[src/rtl/seg7_pkg.sv]
// Shared constants and types for the seven-segment scan read-back decoder.
// Glyphs are stored in {P,G,F,E,D,C,B,A} order, active-low, with P=1.
package seg7_pkg;

    localparam int NUM_DIGITS = 8;

    localparam logic [6:0] SEG_BLANK = 7'h7F;

    localparam logic [7:0] GLYPH [16] = '{
        8'hC0, 8'hF9, 8'hA4, 8'hB0, 8'h99, 8'h92, 8'h82, 8'hF8,
        8'h80, 8'h90, 8'h88, 8'h83, 8'hC6, 8'hA1, 8'h86, 8'h8E
    };

    typedef enum logic {
        st_settle,
        st_hold
    } state_t;

endpackage

[src/rtl/seg7_scan_decoder_if.sv]
// Frame hand-over bus from the scan decoder to its consumer.
// The decoder drives the frame and valid; the consumer drives ready.
interface seg7_scan_decoder_if;
    logic [31:0] frame_digits;
    logic [7:0]  frame_dp;
    logic [7:0]  frame_blank;
    logic [7:0]  frame_err;
    logic        frame_valid;
    logic        frame_ready;
    logic        overrun;

    modport master (
        output frame_digits, frame_dp, frame_blank, frame_err,
        output frame_valid, overrun,
        input  frame_ready
    );

    modport slave (
        input  frame_digits, frame_dp, frame_blank, frame_err,
        input  frame_valid, overrun,
        output frame_ready
    );
endinterface

[src/rtl/seg7_glyph_decode.sv]
// Combinational cathode-to-glyph decode: {digit, dp, blank, err}.
// SEG7_SCAN_HEX_EN enables the A..F glyphs; otherwise they decode as errors.
module seg7_glyph_decode
    import seg7_pkg::*;
(
    input  logic [7:0] cathode,
    output logic [3:0] digit,
    output logic       dp,
    output logic       blank,
    output logic       err
);

`ifdef SEG7_SCAN_HEX_EN
    localparam int NUM_LEGAL = 16;
`else
    localparam int NUM_LEGAL = 10;
`endif

    always_comb begin
        digit = 4'h0;
        blank = 1'b0;
        err   = 1'b1;
        dp    = ~cathode[7];
        if (cathode[6:0] == SEG_BLANK) begin
            blank = 1'b1;
            err   = 1'b0;
        end else begin
            for (int i = 0; i < NUM_LEGAL; i++) begin
                if (cathode[6:0] == GLYPH[i][6:0]) begin
                    digit = 4'(i);
                    err   = 1'b0;
                end
            end
        end
    end

endmodule

[src/rtl/seg7_scan_decoder.sv]
// Read-back decoder for the 8-digit multiplexed seven-segment bus: settles,
// captures and assembles one frame, hands it over with valid/ready. Honours SEG7_SCAN_HEX_EN.
//
// state     | meaning
// st_settle | counting consecutive unchanged input cycles before a capture
// st_hold   | pattern captured; wait for the next input change
module seg7_scan_decoder
    import seg7_pkg::*;
#(
    parameter int STABLE_CYCLES = 4
) (
    input  logic                 clk,
    input  logic                 rst,
    input  logic [7:0]           anode,
    input  logic [7:0]           cathode,
    seg7_scan_decoder_if.master  bus
);

    localparam int CW = $clog2(STABLE_CYCLES + 1);
    localparam logic [CW-1:0] CNT_LAST = CW'(STABLE_CYCLES - 1);

    logic [7:0]  anode_q, cathode_q, anode_p, cathode_p;
    state_t      state, state_nxt;
    logic [CW-1:0] cnt, cnt_nxt;
    logic        capture, changed, onehot_low, write, complete, take;
    logic [2:0]  pos;

    logic [3:0]  dec_digit;
    logic        dec_dp, dec_blank, dec_err;

    logic [NUM_DIGITS-1:0]   seen, seen_nxt;
    logic [4*NUM_DIGITS-1:0] sh_digits, sh_digits_nxt;
    logic [NUM_DIGITS-1:0]   sh_dp, sh_dp_nxt, sh_blank, sh_blank_nxt, sh_err, sh_err_nxt;

    logic [31:0] frame_digits;
    logic [7:0]  frame_dp, frame_blank, frame_err;
    logic        frame_valid, overrun;

    seg7_glyph_decode u_decode (
        .cathode (cathode_q),
        .digit   (dec_digit),
        .dp      (dec_dp),
        .blank   (dec_blank),
        .err     (dec_err)
    );

    // The settle compare works on registered value vs previous registered value.
    always_ff @(posedge clk or posedge rst) begin
        if (rst) begin
            anode_q   <= 8'hFF;
            cathode_q <= 8'hFF;
            anode_p   <= 8'hFF;
            cathode_p <= 8'hFF;
        end else begin
            anode_q   <= anode;
            cathode_q <= cathode;
            anode_p   <= anode_q;
            cathode_p <= cathode_q;
        end
    end

    assign changed = (anode_q != anode_p) || (cathode_q != cathode_p);

    always_ff @(posedge clk or posedge rst) begin
        if (rst) begin
            state <= st_settle;
            cnt   <= '0;
        end else begin
            state <= state_nxt;
            cnt   <= cnt_nxt;
        end
    end

    // Counter only advances below the terminal value, so it never wraps.
    always_comb begin
        state_nxt = state;
        cnt_nxt   = cnt;
        capture   = 1'b0;
        case (state)
            st_settle: begin
                if (changed) begin
                    cnt_nxt = '0;
                end else if (cnt == CNT_LAST) begin
                    capture   = 1'b1;
                    state_nxt = st_hold;
                end else begin
                    cnt_nxt = cnt + 1'b1;
                end
            end
            st_hold: begin
                if (changed) begin
                    state_nxt = st_settle;
                    cnt_nxt   = '0;
                end
            end
            default: begin
                state_nxt = st_settle;
                cnt_nxt   = '0;
            end
        endcase
    end

    assign onehot_low = $onehot(~anode_q);

    always_comb begin
        pos = 3'd0;
        for (int i = 0; i < NUM_DIGITS; i++) begin
            if (!anode_q[i]) pos = 3'(i);
        end
    end

    assign write = capture && onehot_low;

    always_comb begin
        seen_nxt      = seen;
        sh_digits_nxt = sh_digits;
        sh_dp_nxt     = sh_dp;
        sh_blank_nxt  = sh_blank;
        sh_err_nxt    = sh_err;
        if (write) begin
            seen_nxt[pos]                  = 1'b1;
            sh_digits_nxt[{pos, 2'b00} +: 4] = dec_digit;
            sh_dp_nxt[pos]                 = dec_dp;
            sh_blank_nxt[pos]              = dec_blank;
            sh_err_nxt[pos]                = dec_err;
        end
    end

    assign complete = write && (seen_nxt == '1);
    assign take     = frame_valid && bus.frame_ready;

    always_ff @(posedge clk or posedge rst) begin
        if (rst) begin
            seen      <= '0;
            sh_digits <= '0;
            sh_dp     <= '0;
            sh_blank  <= '0;
            sh_err    <= '0;
        end else begin
            seen      <= complete ? '0 : seen_nxt;
            sh_digits <= sh_digits_nxt;
            sh_dp     <= sh_dp_nxt;
            sh_blank  <= sh_blank_nxt;
            sh_err    <= sh_err_nxt;
        end
    end

    // A transfer in the same cycle as a completion frees the slot for the new frame.
    always_ff @(posedge clk or posedge rst) begin
        if (rst) begin
            frame_digits <= '0;
            frame_dp     <= '0;
            frame_blank  <= '0;
            frame_err    <= '0;
            frame_valid  <= 1'b0;
            overrun      <= 1'b0;
        end else if (complete && (!frame_valid || take)) begin
            frame_digits <= sh_digits_nxt;
            frame_dp     <= sh_dp_nxt;
            frame_blank  <= sh_blank_nxt;
            frame_err    <= sh_err_nxt;
            frame_valid  <= 1'b1;
        end else if (complete) begin
            overrun <= 1'b1;
        end else if (take) begin
            frame_valid <= 1'b0;
        end
    end

    assign bus.frame_digits = frame_digits;
    assign bus.frame_dp     = frame_dp;
    assign bus.frame_blank  = frame_blank;
    assign bus.frame_err    = frame_err;
    assign bus.frame_valid  = frame_valid;
    assign bus.overrun      = overrun;

endmodule

[src/flat_wrapper.sv]
// flat-port wrapper written by rule: the top's interface ports become plain ports
module seg7_scan_decoder_flat import seg7_pkg::*;
#(
    parameter int STABLE_CYCLES = 4
)
  (clk, rst, anode, cathode, bus_frame_digits, bus_frame_dp, bus_frame_blank, bus_frame_err, bus_frame_valid, bus_overrun, bus_frame_ready);
  seg7_scan_decoder_if bus_i ();
  input  logic clk;
  input  logic rst;
  input  logic [7:0] anode;
  input  logic [7:0] cathode;
  output wire logic [$bits(bus_i.frame_digits)-1:0] bus_frame_digits;
  output wire logic [$bits(bus_i.frame_dp)-1:0] bus_frame_dp;
  output wire logic [$bits(bus_i.frame_blank)-1:0] bus_frame_blank;
  output wire logic [$bits(bus_i.frame_err)-1:0] bus_frame_err;
  output wire logic [$bits(bus_i.frame_valid)-1:0] bus_frame_valid;
  output wire logic [$bits(bus_i.overrun)-1:0] bus_overrun;
  input wire logic [$bits(bus_i.frame_ready)-1:0] bus_frame_ready;
  assign bus_frame_digits = bus_i.frame_digits;
  assign bus_frame_dp = bus_i.frame_dp;
  assign bus_frame_blank = bus_i.frame_blank;
  assign bus_frame_err = bus_i.frame_err;
  assign bus_frame_valid = bus_i.frame_valid;
  assign bus_overrun = bus_i.overrun;
  assign bus_i.frame_ready = bus_frame_ready;
  seg7_scan_decoder #(.STABLE_CYCLES(STABLE_CYCLES)) u_core (.clk(clk), .rst(rst), .anode(anode), .cathode(cathode), .bus(bus_i));
endmodule
[config.mk]
export PLATFORM = sky130hd
export DESIGN_NAME = seg7_scan_decoder_flat
export DESIGN_NICKNAME = d
export VERILOG_FILES = /design/src/rtl/seg7_pkg.sv /design/src/rtl/seg7_scan_decoder_if.sv /design/src/rtl/seg7_glyph_decode.sv /design/src/rtl/seg7_scan_decoder.sv /design/src/flat_wrapper.sv
export SDC_FILE = /design/constraint.sdc
export NUM_CORES = 1
export LEC_CHECK = 0
export CORE_UTILIZATION = 30
export CTS_CLUSTER_DIAMETER = 150
export DETAILED_ROUTE_END_ITERATION = 12
export DONT_BUFFER_PORTS = 1
export PLACE_DENSITY = 0.4
export RECOVER_POWER = 50
export SETUP_SLACK_MARGIN = 0.4
export SLEW_MARGIN = 20
export SYNTH_ARGS = -nofsm -noshare
export SYNTH_HDL_FRONTEND = slang
export SYNTH_SLANG_ARGS = --single-unit
[constraint.sdc]
create_clock -name clk -period 12.7 [get_ports clk]
set_input_delay 2.54 -clock clk [delete_from_list [all_inputs] [get_ports clk]]
set_output_delay 2.54 -clock clk [all_outputs]
set_load 0.02 [all_outputs]
; Word-level counts from Yosys, hierarchy flattened
; Cells that the tools add are included.
[word_totals]
regBits = 158
output_inout_bits = 58
wordCells = 119
inputBits = 19
[op_classes]
muxes = 53
bitwise_logic = 5
n_lt_le_gt_ge = 2
add_sub_neg = 9
shifts = 2
n_reduce_logical = 13
n_eq_ne = 18
[ops]
columns = op, n
row1 = $mux W8, 5
row2 = $mux W4, 9
row3 = $bwmux W32, 1
row4 = $mux W32, 1
row5 = $shift A4 B7 Y32 const A, 1
row6 = $shiftx A4 B7 Y32, 1
row7 = $eq A7 B7 Y1 const B, 4
row8 = $bwmux W8, 3
row9 = $mux W1, 22
row10 = $eq A7 B5 Y1 const B, 3
row11 = $mux W3, 7
row12 = $ne A8 B8 Y1, 2
row13 = $eq A7 B6 Y1 const B, 2
row14 = $add A4 B4 Y4, 3
row15 = $add A1 B1 Y2, 4
row16 = $eq A8 B8 Y1 const B, 1
row17 = $not A8 Y8, 1
row18 = $or A8 B8 Y8, 1
row19 = $eq A7 B2 Y1 const B, 1
row20 = $logic_not A7 Y1, 1
row21 = $neg A5 Y7, 1
row22 = $pmux W3 S2, 1
row23 = $reduce_and A2 Y1, 3
row24 = $logic_and A1 B1 Y1, 5
row25 = other kinds (14), 19

; Depth between registers and ports, before layout
; Gate-level depths: netlist of run 1.
[logic_depth]
ltp_word = 18
mapped_depth = 17
mapped_depth_nobuf = 15

; Cells and area by module
; Synthesis of run 1 repeated with hierarchy kept, for this count alone.
[hier_totals]
hier_cells = 480
area_unflattened_um2 = 6660.1
[by_module_without_submodules]
columns = mod, cells_each, area_each_um2, instances
row1 = seg7_scan_decoder, 445, 6447.4, 1
row2 = seg7_glyph_decode, 35, 212.7, 1

; Least setup slack after synthesis of run 1
; OpenSTA, ideal clock, no wires.
[synth_timing]
path_type = register to register
start = register u_core.anode_q[6]
end = register u_core.frame_digits[10], in the netlist u_core.bus.frame_digits[10]
slack_ps = 8172
t_arrival_ps = 4400
setup_time_ps = 128
stages_incl_launch_ff = 18
n_path_buf = 2
cell_sequence = dfstp_2 > inv_1 > ha_1 > fa_1 > inv_1 > fa_1 > inv_1 > ha_1 > fa_1 > nor4_2 > nand3_2 > nor3b_1 > nand3_2 > o2bb2a_4 > nand4_2 > buf_6 > buf_6 > mux2_1
[synth_between]
elab_chain_len = 11
elab_cells_between_ends = 27
classes_between = add/sub: 4 / order compare: 2 / eq/ne: 3 / shift: 2 / mux: 9 / bitwise: 2 / reduce/logical: 5
[synth_lines]
columns = element, line_no
row1 = start: declaration, seg7_scan_decoder.sv:22  ; logic [7:0] anode_q, cathode_q, anode_p, cathode_p;
row2 = start signal: assignment, seg7_scan_decoder.sv:55  ; anode_q <= anode;
row3 = branches (longest 11 deep; another with $add A4 B4 Y4), --
row4 = end signal: assignment, seg7_scan_decoder.sv:158  ; frame_digits <= sh_digits_nxt;
row5 = end: declaration, seg7_scan_decoder.sv:35  ; logic [31:0] frame_digits;
; Parallel ways; which one is timed is not known.
; A chain may end at the register's enable or synchronous reset.

; Final worst setup path of run 1
[layout_timing]
start = register u_core.anode_q[6]
end = register u_core.frame_digits[9], in the netlist u_core.bus.frame_digits[9]
; Same word-level chain as after synthesis.

==> metrics.md, run 1 <==
| Metric | Value |
|---|---|
| Vias per std cell | `between 4 and 5` |
| Storage cell area | `3994 sq um` |
| CP endpoint kind | `flop` |
| Area added between synthesis and finish | `12.55%` |
| Synth top cells by count | `sky130_fd_sc_hd__dfrtp_1 (126), sky130_fd_sc_hd__mux2_2 (59), sky130_fd_sc_hd__dfstp_2 (32), sky130_fd_sc_hd__mux2_4 (31), sky130_fd_sc_hd__inv_1 (29)` |
| Routed length per placed instance | `17.77 microns` |
| Synthesis warning total | `0` |
| Crit path buf inv count | `4` |
| Simple-gate share of the synthesized area | `0.08395` |
| Main combinational cell family by area after synthesis | `multiplexers` |
| Highest attainable clock frequency | `178.2 MHz` |
| Total count of hold-check failures in the final report | `0` |
| Final setup fails | `0` |
| Final WL | `13.61 mm` |
| Critical path cell sequence | `inv_1, ha_1, fa_1, inv_1, fa_1, inv_1, ha_1, fa_1, nor4_2, nand3_2, nor3b_1, a21oi_1, nor3_1, nand4_4, buf_4, mux2_1` |
| H-tree depth | `4` |
| Largest delay contributor family on the critical path | `adder cells` |
| Number of max-cap violations | `1` |
| WHS | `0.3858 ns` |
| Largest regs | `u_core.bus.frame_digits x32, u_core.sh_digits x32` |
| TritonCTS clock tree | `done` |
| Die area | `23210 sq um` |
| Cell type with the largest total area after synthesis | `sky130_fd_sc_hd__dfrtp_1` |
| Mean instance size in the synthesized netlist | `~15 sq um` |
| Detailed-placement wirelength estimate | `9.208 mm` |
| Sequential cell area fraction in the yosys report | `0.5889` |
| Multiplexer fraction of the synthesized cell area | `0.1972` |
| Maximum count of clock buffers along a single path | `2` |
| Largest cells by area after synthesis | `sky130_fd_sc_hd__dfrtp_1 (46%), sky130_fd_sc_hd__dfstp_2 (12%), sky130_fd_sc_hd__mux2_2 (9.8%), sky130_fd_sc_hd__mux2_4 (6.9%), sky130_fd_sc_hd__mux2_1 (2.3%)` |
| Power per cell area | `139.8 nW/um^2` |
| Count of nets after finishing | `between 500 and 600` |
| Count of state elements after synthesis | `about 160` |
| Input/output buffers | `0` |
| Clk Latency, worst-skew pair | `0.43 ns` |
| Total via count after detailed routing | `3515` |
| GR Util All Layers | `0.1264` |
| Number of nets in the synthesized netlist | `496` |
| Number of cells upsized or downsized after cts | `0` |
| Share of cells above drive strength 1 | `0.3416` |
| Filler cell count in the final layout | `2139` |
| Unrepaired setup endpoints after global routing | `no` |
| Number of diodes added for antenna fixing | `0` |
| Remaining number of nets flagged by the antenna check after routing | `0` |
| Total congestion overflow after global routing | `0` |
| Xor/xnor cell area share of the yosys netlist | `0.02786` |
| Area fraction in compound gates after synthesis | `0.03321` |
| Initial DRT Pass Iterations | `8` |
| Worst-case headroom to the max-slew limit | `-1.844` |
| Post-route clock period utilization | `0.4418` |
| Max-slew violation total from the final report | `97` |
| Slew at the pin with the worst max-slew slack | `4.242 ns` |
| Sinks on the clock net | `158` |
| Cell with the most instances after synthesis | `sky130_fd_sc_hd__dfrtp_1` |
| Hold-fix buffers, CTS | `0` |
| Number of distinct standard cells referenced by the synthesized netlist | `55` |
| Kind of start point of the critical path | `flop` |
| Starting density of the core | `0.3079` |
| Top-level port count | `77` |
| DRC marker count from the first detailed-route iteration | `about 180` |
| Post-route DRC violation count | `5` |
| Worst path arrival time | `5.91 ns` |
| Clock slew at reported path FFs | `roughly 0.070 ns` |
| TNS Setup | `0 ns` |
| Core region area | `roughly 22000 sq um` |
| Synth Area in Adders | `0.03395` |
| Slowest cell on crit path | `sky130_fd_sc_hd__dfstp_1` |
| Standard-cell row count | `54` |
| Final Skew | `~0.014 ns` |
| Worst vdd ir | `0.06362 mV` |
| Area occupied by multi-input gates | `between 2000 and 3000 sq um` |
| EDFF count, synth | `0` |
| Category of the critical setup timing path | `reg2reg` |
| Outcome | `finished with violations` |
| TritonCTS Buffers | `17` |
| Wire length of the first global-routing pass | `22.29 mm` |
| Fraction of post-synthesis cell area in the top cell type by area | `0.4649` |
| Synthesized cell area | `between 6000 and 7000 sq um` |
| Pin count of the biggest net entering global routing | `97` |
| Post-synth top flop | `sky130_fd_sc_hd__dfrtp_1` |
| Horizontal die dimension | `152.4 microns` |
| Async S/R FF share, synth | `1.000` |
| Post-Syn Instances | `461` |
| Number of post-CTS setup repair buffers | `0` |
| Library cell used as clock root buffer | `sky130_fd_sc_hd__clkbuf_16` |
| Antenna violations before repair | `0` |
| Via count of the first global-routing pass | `3796` |
| Post-layout minimum cycle time | `about 5.6 ns` |
| Height of the die | `about 150 microns` |
| Violated checks | `DRC, capacitance limit, slew limit` |
| Delay of the slowest cell on the worst path | `0.64 ns` |
| Final RePlAce weighted congestion | `approximately 0.74` |
| Min-Delay Path Class | `reg2reg` |
| Data required time at the worst endpoint | `roughly 13 ns` |
| Leakage power figure | `3.699 nW` |
| Maximum fanout along the worst path | `32` |
==> per-layer routing <==
layer | vias up | wire length, microns | GRT usage
li1 | 1629 | - | -
met5 | - | 0 | 0
met3 | 7 | 758 | 0.04380
met2 | 66 | 6153 | 0.1885
met4 | 0 | 114 | 0.03936
met1 | 1813 | 6585 | 0.1718
==> power breakdown <==
part           internal, mW  switching [mW]  total (mW)
Clock                 0.278           0.227       0.505
Sequential            0.512         0.00727       0.519
Combinational        0.0140          0.0292      0.0432
==> placed cells by master (no fill, tap or decap), drive strengths merged, types with 2 or more instances in the layout <==
cell / synthesis / routed
fa: 4 / 4
nor3: 11 / 11
dfrtp: 126 / 126
nand4: 3 / 3
xor2: 17 / 17
dfstp: 32 / 32
nand2b: 2 / 2
nor2b: 6 / 6
o21ai: 7 / 7
a21oi: 5 / 5
clkinv: 0 / 4
nor3b: 5 / 5
o21a: 4 / 4
ha: 12 / 12
mux2i: 5 / 5
inv: 30 / 37
nand2: 17 / 17
a31oi: 3 / 3
nand3b: 3 / 3
clkinvlp: 0 / 3
mux2: 104 / 104
or3: 3 / 3
clkbuf: 0 / 17
a21boi: 3 / 3
buf: 13 / 6
nor2: 13 / 13
and3: 2 / 2
nor4: 8 / 8
xnor2: 2 / 2
nand3: 7 / 7
==> final cells by class <==
type / count / share of cell area
clock buffers: 17 / 0.05574
inverters: 30 / 0.01492
flip-flops and latches: 158 / 0.5233
well taps: 280 / 0.04590
repair buffers: 6 / 0.005902
multi-input cells: 260 / 0.3343
clock inverters: 15 / 0.02000
==> cell families after synthesis <==
kind of cell,Yosys count
buffers and inverters,43
flip-flops,158
multiplexers,109
adder cells (fa/ha/maj),16
AND/OR/NAND/NOR,84
AO/OA/AOI/OAI,32
XOR/XNOR,19
==> worst paths after layout <==
check / cells past startpoint / to / slack (ns) / from
setup / recovery: 16 / u_core.bus.frame_digits[9] / 7.09 / u_core.anode_q[6]
hold / removal: 0 / u_core.anode_p[0] / 0.39 / u_core.anode_q[0]
setup reg to reg: 16 / u_core.bus.frame_digits[9] / 7.09 / u_core.anode_q[6]
hold reg to reg: 0 / u_core.anode_p[0] / 0.39 / u_core.anode_q[0]
max in group asynchronous: 2 / u_core.seen[2] / 7.26 / rst
min in group asynchronous: 1 / u_core.bus.frame_digits[28] / 3.27 / rst
==> metrics by stage <==
step / worst slack, ns / util / std cells / area [sq um] / power (mW)
after floorplan: 5.950 / - / 461 / 6782 / 0.5628
after global placement: 7.215 / 0.3211 / 734 / 7072 / 0.5746
after detailed placement: 7.069 / 0.3211 / 734 / 7072 / 0.5745
after CTS: 7.076 / 0.3473 / 766 / 7650 / 1.087
after global routing: 6.546 / 0.3465 / 766 / 7632 / 1.113
final: 7.090 / 0.3465 / 766 / 7632 / 1.067
No activity file was read; power rests on OpenSTA's default activity.
==> inputs of run 2 (changes only) <==
--- a/config.mk
+++ b/config.mk
@@ -9,7 +9,7 @@
 export CTS_CLUSTER_DIAMETER = 150
 export DETAILED_ROUTE_END_ITERATION = 12
 export DONT_BUFFER_PORTS = 1
-export PLACE_DENSITY = 0.4
+export PLACE_DENSITY = 0.41
 export RECOVER_POWER = 50
 export SETUP_SLACK_MARGIN = 0.4
 export SLEW_MARGIN = 20
==> constraint.sdc (replaced) <==
create_clock -name clk -period 4.8 [get_ports clk]
set_input_delay 0.96 -clock clk [delete_from_list [all_inputs] [get_ports clk]]
set_output_delay 0.96 -clock clk [all_outputs]
set_load 0.02 [all_outputs]
==> metrics.md, run 2 (same netlist as run 1, synthesis figures left out) <==
| Metric | Value |
|---|---|
| Kind of start point of the critical path | `flop` |
| Path length in cells of the critical path | `16 (unchanged)` |
| Worst path arrival time | `4.77 ns (-1.14 ns)` |
| Pin count of the biggest net entering global routing | `75 (-23%)` |
| Post-route DRC violation count | `3 (-2)` |
| DRC marker count from the first detailed-route iteration | `116 (-37%)` |
| Number of diodes added for antenna fixing | `0 (unchanged)` |
| Remaining number of nets flagged by the antenna check after routing | `0 (unchanged)` |
| H-tree depth | `4 (unchanged)` |
| Library cell used as clock root buffer | `sky130_fd_sc_hd__clkbuf_16` |
| Data required time at the worst endpoint | `5.10 ns (-7.90 ns)` |
| Crit path buf inv count | `4 (unchanged)` |
| Worst reg-to-reg path cell count | `16 (unchanged)` |
| Violated checks | `DRC, capacitance limit, slew limit` |
| Unrepaired setup endpoints after global routing | `yes` |
| Final WL | `13.82 mm (+1.6%)` |
| Category of the critical setup timing path | `reg2reg` |
| Launching element of the worst setup path | `u_core.anode_q[6]` |
| Worst vdd ir | `0.1896 mV (+200%)` |
| Number of max-cap violations | `1 (unchanged)` |
| Worst r2r dst | `u_core.bus.frame_digits[8]` |
| Total via count after detailed routing | `3582 (+1.9%)` |
| GR Util All Layers | `0.1294 (+0.003019)` |
| Hold Path Origin | `u_core.anode_q[0]` |
| Final Skew | `0.01186 ns (-0.002008 ns)` |
| Commonest non-fill, non-tap cell in the layout | `sky130_fd_sc_hd__dfrtp_1` |
| Worst Hold Path EP | `u_core.anode_p[0]` |
| TritonCTS clock tree | `done` |
| Total congestion overflow after global routing | `0 (unchanged)` |
| Power per cell area | `371.3 nW/um^2 (+170%)` |
| Count of nets after finishing | `530 (+4.3%)` |
| Input/output buffers | `0 (unchanged)` |
| Standard-cell row count | `54 (unchanged)` |
| Clock slew at reported path FFs | `0.07 ns (about the same)` |
| Post-layout minimum cycle time | `4.466 ns (-1.144 ns)` |
| Antenna violations before repair | `0 (unchanged)` |
| R2R Path Start | `u_core.anode_q[6]` |
| Filler cell count in the final layout | `2111 (-1.3%)` |
| Worst reg-to-reg setup slack | `0.33 ns (-6.76 ns)` |
| CP endpoint kind | `flop` |
| Wire length of the first global-routing pass | `22.71 mm (+1.9%)` |
| Top-level port count | `77 (unchanged)` |
| Leading cell types in the layout, fill and taps excluded | `sky130_fd_sc_hd__dfrtp_1 (126), sky130_fd_sc_hd__mux2_2 (56), sky130_fd_sc_hd__mux2_4 (37)` |
| Height of the die | `152.4 microns (unchanged)` |
| Largest delay contributor family on the critical path | `adder cells` |
| Total count of hold-check failures in the final report | `0 (unchanged)` |
| Initial DRT Pass Iterations | `8 (unchanged)` |
| Clk Latency, worst-skew pair | `0.42 ns (about the same)` |
| Share of cells above drive strength 1 | `0.4094 (+0.06789)` |
| Starting density of the core | `0.3079 (unchanged)` |
| Final setup fails | `0 (unchanged)` |
| Worst hold path cell count | `0 (unchanged)` |
| TritonCTS Buffers | `17 (unchanged)` |
| WHS | `0.3971 ns (+0.01127 ns)` |
| Post-route clock period utilization | `0.9305 (+0.4887)` |
| Maximum fanout along the worst path | `48 (+50%)` |
| Delay of the slowest cell on the worst path | `0.54 ns (-0.10 ns)` |
| Area occupied by multi-input gates | `2684 sq um (+5.2%)` |
| Via count of the first global-routing pass | `3928 (+3.5%)` |
| Slew at the pin with the worst max-slew slack | `1.791 ns (-2.451 ns)` |
| Area added between synthesis and finish | `18.23%` |
| Final RePlAce weighted congestion | `0.7117 (-4.0%)` |
| Worst-case headroom to the max-slew limit | `-0.1942 (+1.649)` |
| Min-Delay Path Class | `reg2reg` |
| Core region area | `22030 sq um (unchanged)` |
| Outcome | `finished with violations` |
| Largest regs | `u_core.bus.frame_digits x32, u_core.sh_digits x32` |
| Highest attainable clock frequency | `223.9 MHz (+26%)` |
| Design Power | `2.977 mW (+180%)` |
| Sinks on the clock net | `158 (unchanged)` |
| Maximum count of clock buffers along a single path | `2 (unchanged)` |
| Routed length per placed instance | `17.54 microns (-1.3%)` |
| Slowest cell on crit path | `sky130_fd_sc_hd__dfstp_1` |
| Horizontal die dimension | `152.4 microns (unchanged)` |
| Vias per std cell | `4.546 (-0.94%)` |
| Max-slew violation total from the final report | `75 (-23%)` |
| TNS Setup | `0 ns (unchanged)` |
| Detailed-placement wirelength estimate | `9.378 mm (+1.8%)` |
| Storage cell area | `3994 sq um (unchanged)` |
| Leakage power figure | `3.884 nW (+5.0%)` |
| Critical path cell sequence | `inv_2, ha_4, fa_1, inv_1, fa_1, inv_1, ha_2, fa_2, nor4_4, nand3_2, or3_4, nor3_4, o22a_1, nand4_4, buf_12, mux2_1` |
| Die area | `23210 sq um (unchanged)` |
-- run 2: changes by cell type in the layout (fill, tap and decap cells not counted), moves of 3 or more --
| cell | change |
|---|---|
| sky130_fd_sc_hd__bufinv_16 | +3 |
| sky130_fd_sc_hd__dfstp_2 | +4 |
| sky130_fd_sc_hd__mux2_2 | -3 |
| sky130_fd_sc_hd__dfstp_1 | -4 |
| sky130_fd_sc_hd__clkbuf_1 | +5 |
| sky130_fd_sc_hd__buf_4 | +11 |
| sky130_fd_sc_hd__nor3_1 | -4 |
| sky130_fd_sc_hd__inv_1 | -3 |
| sky130_fd_sc_hd__mux2_1 | -3 |
| sky130_fd_sc_hd__mux2_4 | +6 |
| sky130_fd_sc_hd__inv_2 | +3 |
| sky130_fd_sc_hd__ha_1 | -3 |
-- run 2: report_power, final --
part	internal (mW)	switching [mW]	total, mW
combinational	0.0483	0.0880	0.136
clock	0.901	0.569	1.47
sequential	1.35	0.0163	1.37
-- run 2: worst max-delay path by stage --
stage | endpoint
after floorplan | u_core.bus.frame_digits[20]
after global placement | u_core.bus.frame_blank[4]
after detailed placement | u_core.bus.frame_err[4]
after CTS | u_core.bus.frame_err[7]
after global routing | u_core.bus.frame_digits[6]
final | u_core.bus.frame_digits[8]
-- run 2: worst register-to-register path, cell delays in order (launching register included) --
cell                      delay, ns
sky130_fd_sc_hd__dfstp_1       0.54
sky130_fd_sc_hd__inv_2         0.06
sky130_fd_sc_hd__ha_4          0.16
sky130_fd_sc_hd__fa_1          0.53
sky130_fd_sc_hd__inv_1         0.05
sky130_fd_sc_hd__fa_1          0.48
sky130_fd_sc_hd__inv_1         0.05
sky130_fd_sc_hd__ha_2          0.17
sky130_fd_sc_hd__fa_2          0.46
sky130_fd_sc_hd__nor4_4        0.18
sky130_fd_sc_hd__nand3_2       0.15
sky130_fd_sc_hd__or3_4         0.37
sky130_fd_sc_hd__nor3_4        0.19
sky130_fd_sc_hd__o22a_1        0.23
sky130_fd_sc_hd__nand4_4       0.11
sky130_fd_sc_hd__buf_12        0.22
sky130_fd_sc_hd__mux2_1        0.42
-- run 2: through the flow --
stage / utilization / instance area (sq um) / setup WS [ns] / std cells
final: 0.3640 / 8018 / 0.3337 / 788
after global routing: 0.3640 / 8018 / 0.1879 / 788
after CTS: 0.3608 / 7948 / 0.2787 / 784
after detailed placement: 0.3283 / 7232 / 0.04664 / 746
after global placement: 0.3283 / 7232 / 0.04675 / 746
after floorplan: - / 6840 / 0.3508 / 461
-- run 2: per-layer routing --
metal / routed length (microns) / global-route usage / part of all wire
met1: 6614 / 0.1701 / 0.48
met4: 152 / 0.05102 / 0.011
met3: 711 / 0.04181 / 0.051
met2: 6342 / 0.1975 / 0.46
met5: 0 / 0 / 0
-- run 2: repair_timing --
item,CTS,global route
hold buffers,0,0
hold endpoints to repair,0,0
gates resized for setup,5,14
pin swaps,3,1
buffers inserted,6,4
endpoints found under the setup margin,70,70
-- run 2: cell type report --
| cell class | instances | area share |
|---|---|---|
| Sequential cell | 158 | 0.4981 |
| Tap cell | 280 | 0.04370 |
| Inverter | 30 | 0.01420 |
| Timing Repair Buffer | 28 | 0.02871 |
| Clock inverter | 13 | 0.02528 |
| Multi-Input combinational cell | 260 | 0.3347 |
| Clock buffer | 19 | 0.05524 |
==> inputs of run 3 (changes only) <==
--- a/config.mk
+++ b/config.mk
@@ -5,6 +5,7 @@
 export SDC_FILE = /design/constraint.sdc
 export NUM_CORES = 1
 export LEC_CHECK = 0
+export ABC_AREA = 1
 export CORE_UTILIZATION = 30
 export CTS_CLUSTER_DIAMETER = 150
 export DETAILED_ROUTE_END_ITERATION = 12
==> metrics.md, run 3 <==
| Metric | Value |
|---|---|
| Outcome | `finished with violations` |
| Violated checks | `capacitance limit, slew limit` |
| Relative contribution of the clock network to total power | `0.473 (-0.021)` |
| Leakage power figure | `4.666 nW (+20%)` |
| Reg power frac | `0.471 (+0.010)` |
| Synth Area in Adders | `0.03175 (-0.002202)` |
| Sinks on the clock net | `158 (unchanged)` |
| EDFF count, synth | `0 (unchanged)` |
| Die area | `24800 sq um (+6.8%)` |
| Number of distinct standard cells referenced by the synthesized netlist | `33 (-40%)` |
| Synthesis warning total | `0 (unchanged)` |
| Vias per std cell | `4.565 (+0.43%)` |
| DRC marker count from the first detailed-route iteration | `290 (+150%)` |
| Starting density of the core | `0.3071 (-0.0007629)` |
| TritonCTS Buffers | `17 (unchanged)` |
| Horizontal die dimension | `157.5 microns (+3.4%)` |
| Reported net switching power | `0.7529 mW (+12%)` |
| Crit path buf inv count | `8 (+4)` |
| Async S/R FF share, synth | `1.000 (unchanged)` |
| Wire length of the first global-routing pass | `32.06 mm (+41%)` |
| Synth top cells by count | `sky130_fd_sc_hd__nand2_1 (313), sky130_fd_sc_hd__dfrtp_1 (126), sky130_fd_sc_hd__inv_1 (104), sky130_fd_sc_hd__nand4_1 (75), sky130_fd_sc_hd__nor2_1 (45)` |
| Main combinational cell family by area after synthesis | `simple AND/OR/NAND/NOR gates` |
| Delay of the slowest cell on the worst path | `0.55 ns (about the same)` |
| Cell type with the largest total area after synthesis | `sky130_fd_sc_hd__dfrtp_1` |
| Data required time at the worst endpoint | `5.11 ns (about the same)` |
| Antenna violations before repair | `0 (unchanged)` |
| Worst hold path cell count | `0 (unchanged)` |
| Count of state elements after synthesis | `158 (unchanged)` |
| Total via count after detailed routing | `5574 (+56%)` |
| Max-slew violation total from the final report | `159 (+110%)` |
| Core region area | `23610 sq um (+7.2%)` |
| Number of nets in the synthesized netlist | `882 (+78%)` |
| Height of the die | `157.5 microns (+3.4%)` |
| Worst reg-to-reg setup slack | `0.48 ns (+0.14 ns)` |
| Design Power | `2.904 mW (-2.4%)` |
| WHS | `0.3896 ns (-0.007484 ns)` |
| Area added between synthesis and finish | `25.67%` |
| Post-detailed-placement cell area | `7636 sq um (+5.6%)` |
| Highest attainable clock frequency | `231.3 MHz (+3.3%)` |
| Filler cell count in the final layout | `2424 (+15%)` |
| Worst vdd ir | `0.1608 mV (-15%)` |
| Setup slack of the critical path after layout | `0.4775 ns (+0.1437 ns)` |
| Internal power summed over all cells | `2.152 mW (-6.6%)` |
| Standard-cell row count | `56 (+3.7%)` |
| Leading cell types in the layout, fill and taps excluded | `sky130_fd_sc_hd__nand2_1 (243), sky130_fd_sc_hd__dfrtp_1 (126), sky130_fd_sc_hd__inv_1 (94)` |
| Clock slew at reported path FFs | `0.07 ns (about the same)` |
| GR Util All Layers | `0.1741 (+0.04471)` |
| Detailed-placement wirelength estimate | `11.79 mm (+26%)` |
| Total count of hold-check failures in the final report | `0 (unchanged)` |
| Remaining number of nets flagged by the antenna check after routing | `0 (unchanged)` |
| Storage cell area | `3994 sq um (unchanged)` |
| Unrepaired setup endpoints after global routing | `yes` |
| Final WL | `20.54 mm (+49%)` |
| Final RePlAce weighted congestion | `0.7777 (+9.3%)` |
| CP endpoint kind | `flop` |
| Fin util | `0.3860 (+0.02196)` |
| Input/output buffers | `0 (unchanged)` |
| Post-Syn Instances | `847 (+84%)` |
| Pin count of the biggest net entering global routing | `159 (+110%)` |
| Largest regs | `u_core.bus.frame_digits x32, u_core.sh_digits x32` |
| Largest cells by area after synthesis | `sky130_fd_sc_hd__dfrtp_1 (43%), sky130_fd_sc_hd__nand2_1 (16%), sky130_fd_sc_hd__dfstp_2 (12%), sky130_fd_sc_hd__nand4_1 (6.5%), sky130_fd_sc_hd__inv_1 (5.4%)` |
| Post-synth top flop | `sky130_fd_sc_hd__dfrtp_1` |
| Kind of start point of the critical path | `flop` |
| Initial DRT Pass Iterations | `4 (-4)` |
| Final non-filler cell area | `9114 sq um (+14%)` |
| Setup slack at placement | `0.2940 ns (+0.2473 ns)` |
| Total congestion overflow after global routing | `0 (unchanged)` |
| Area fraction in compound gates after synthesis | `0.03485 (+0.001641)` |
| Count of nets after finishing | `924 (+74%)` |
| Largest delay contributor family on the critical path | `adder cells` |
| Post-route clock period utilization | `0.9005 (-0.02994)` |
| Maximum count of clock buffers along a single path | `2 (unchanged)` |
| Sequential cell area fraction in the yosys report | `0.5507 (-0.03821)` |
| # placed instances | `1153 (+55%)` |
| Non-filler cells, final | `1221 (+55%)` |
| Final setup fails | `0 (unchanged)` |
| Worst-case headroom to the max-slew limit | `-1.455 (-1.261)` |
| Routed length per placed instance | `16.82 microns (-4.1%)` |
| Switching Share | `0.2592 (+0.03320)` |
| Min-Delay Path Class | `reg2reg` |
| Worst reg-to-reg path cell count | `21 (+5)` |
| Hold Path Origin | `u_core.anode_q[0]` |
| Power per cell area | `318.7 nW/um^2 (-14%)` |
| Area occupied by multi-input gates | `2992 sq um (+11%)` |
| Mean instance size in the synthesized netlist | `8.562 sq um (-42%)` |
| Multiplexer fraction of the synthesized cell area | `0.001553 (-0.1957)` |
| H-tree depth | `4 (unchanged)` |
| TritonCTS clock tree | `done` |
| TNS Setup | `0 ns (unchanged)` |
| Category of the critical setup timing path | `reg2reg` |
| Commonest non-fill, non-tap cell in the layout | `sky130_fd_sc_hd__nand2_1` |
| Clk Latency, worst-skew pair | `0.43 ns (about the same)` |
| Post-layout minimum cycle time | `4.323 ns (-0.1437 ns)` |
| Worst path arrival time | `4.64 ns (-0.13 ns)` |
| Slew at the pin with the worst max-slew slack | `3.683 ns (+1.891 ns)` |
| Synthesized cell area | `7252 sq um (+6.9%)` |
| Library cell used as clock root buffer | `sky130_fd_sc_hd__clkbuf_16` |
| Worst r2r dst | `u_core.bus.frame_digits[1]` |
| Combinational Power Share | `0.057 (+0.011)` |
| Number of max-cap violations | `1 (unchanged)` |
| Number of diodes added for antenna fixing | `0 (unchanged)` |
| Final Skew | `0.01241 ns (+0.0005488 ns)` |
| Critical path cell sequence | `inv_2, ha_4, fa_1, inv_2, fa_1, inv_1, ha_2, fa_1, or2_4, nor4_4, buf_4, nand4_1, nand2_1, inv_2, nor2_4, buf_12, nand3_4, buf_12, buf_16, nand2_2, nand2_1` |
| Slowest cell on crit path | `sky130_fd_sc_hd__dfstp_1` |
| Post-route DRC violation count | `0 (-3)` |
| Share of cells above drive strength 1 | `0.2295 (-0.1800)` |
| Cell with the most instances after synthesis | `sky130_fd_sc_hd__nand2_1` |
| R2R Path Start | `u_core.anode_q[3]` |
| Top-level port count | `77 (unchanged)` |
| Xor/xnor cell area share of the yosys netlist | `0.01087 (-0.01699)` |
| Fraction of post-synthesis cell area in the top cell type by area | `0.4348 (-0.03016)` |
| Via count of the first global-routing pass | `5622 (+43%)` |
| Maximum fanout along the worst path | `7 (-85%)` |
| Worst Hold Path EP | `u_core.anode_p[0]` |
| Simple-gate share of the synthesized area | `0.2857 (+0.2018)` |
[run 3: cell types whose count changed after synthesis, sizes merged, moves of 15 or more]
cell | before | now
nand2 | 17 | 315
mux2 | 104 | 1
inv | 30 | 109
nand4 | 3 | 76
nor2 | 13 | 49
o21ai | 7 | 38
nand3 | 7 | 24
xor2 | 17 | 2
[run 3: how the worst max path moves through the flow]
| stage | startpoint | end | slack (ns) | cells past startpoint |
|---|---|---|---|---|
| floorplan | u_core.anode_q[7] | u_core.bus.frame_digits[20] | 0.41 | 20 |
| global placement | u_core.anode_q[2] | u_core.bus.frame_digits[14] | 0.32 | 17 |
| detailed placement | u_core.anode_q[2] | u_core.bus.frame_digits[31] | 0.29 | 17 |
| CTS | u_core.anode_q[5] | u_core.bus.frame_digits[8] | 0.33 | 21 |
| global route | rst | u_core.sh_dp[7] | 0.15 | 2 |
| finish | u_core.anode_q[3] | u_core.bus.frame_digits[1] | 0.48 | 21 |
[run 3: what timing repair did]
item | 4_1_cts | 5_1_grt
resized for setup | 58 | 69
pin swaps | 13 | 15
buffers inserted | 21 | 4
setup endpoints to repair | 64 | 77
gates cloned | 10 | 1
hold buffers | 0 | 0
[run 3: cells by family after synthesis]
| logic type | Yosys count |
|---|---|
| buf+inv | 140 |
| xor+xnor | 9 |
| flops | 158 |
| fa+ha+maj | 16 |
| simple gates | 474 |
| mux | 1 |
| compound gates | 49 |
[run 3: power by group through the flow]
stage	registers [mW]	logic, mW	clock network [mW]
5_1_grt	1.37	0.193	1.48
3_5_place_dp	1.40	0.153	0
3_3_place_gp	1.40	0.154	0
2_1_floorplan	1.39	0.116	0
6_report	1.37	0.164	1.37
4_1_cts	1.37	0.170	1.43
[run 3: cell type report]
type	instances	share of cell area
sequential	158	0.4382
timing repair buffer	52	0.07798
multi-input combinational	549	0.3283
clock buffer	17	0.04668
clock inverter	15	0.01895
inverter	111	0.04613
tap	319	0.04379
[run 3: metal layers]
| metal | up-vias | global-route usage | part of all wire |
|---|---|---|---|
| met3 | 13 | 0.03689 | 0.034 |
| li1 | 2788 | - | - |
| met1 | 2685 | 0.2395 | 0.49 |
| met2 | 88 | 0.2783 | 0.47 |
| met4 | 0 | 0.04115 | 0.0087 |
| met5 | - | 0 | 0 |
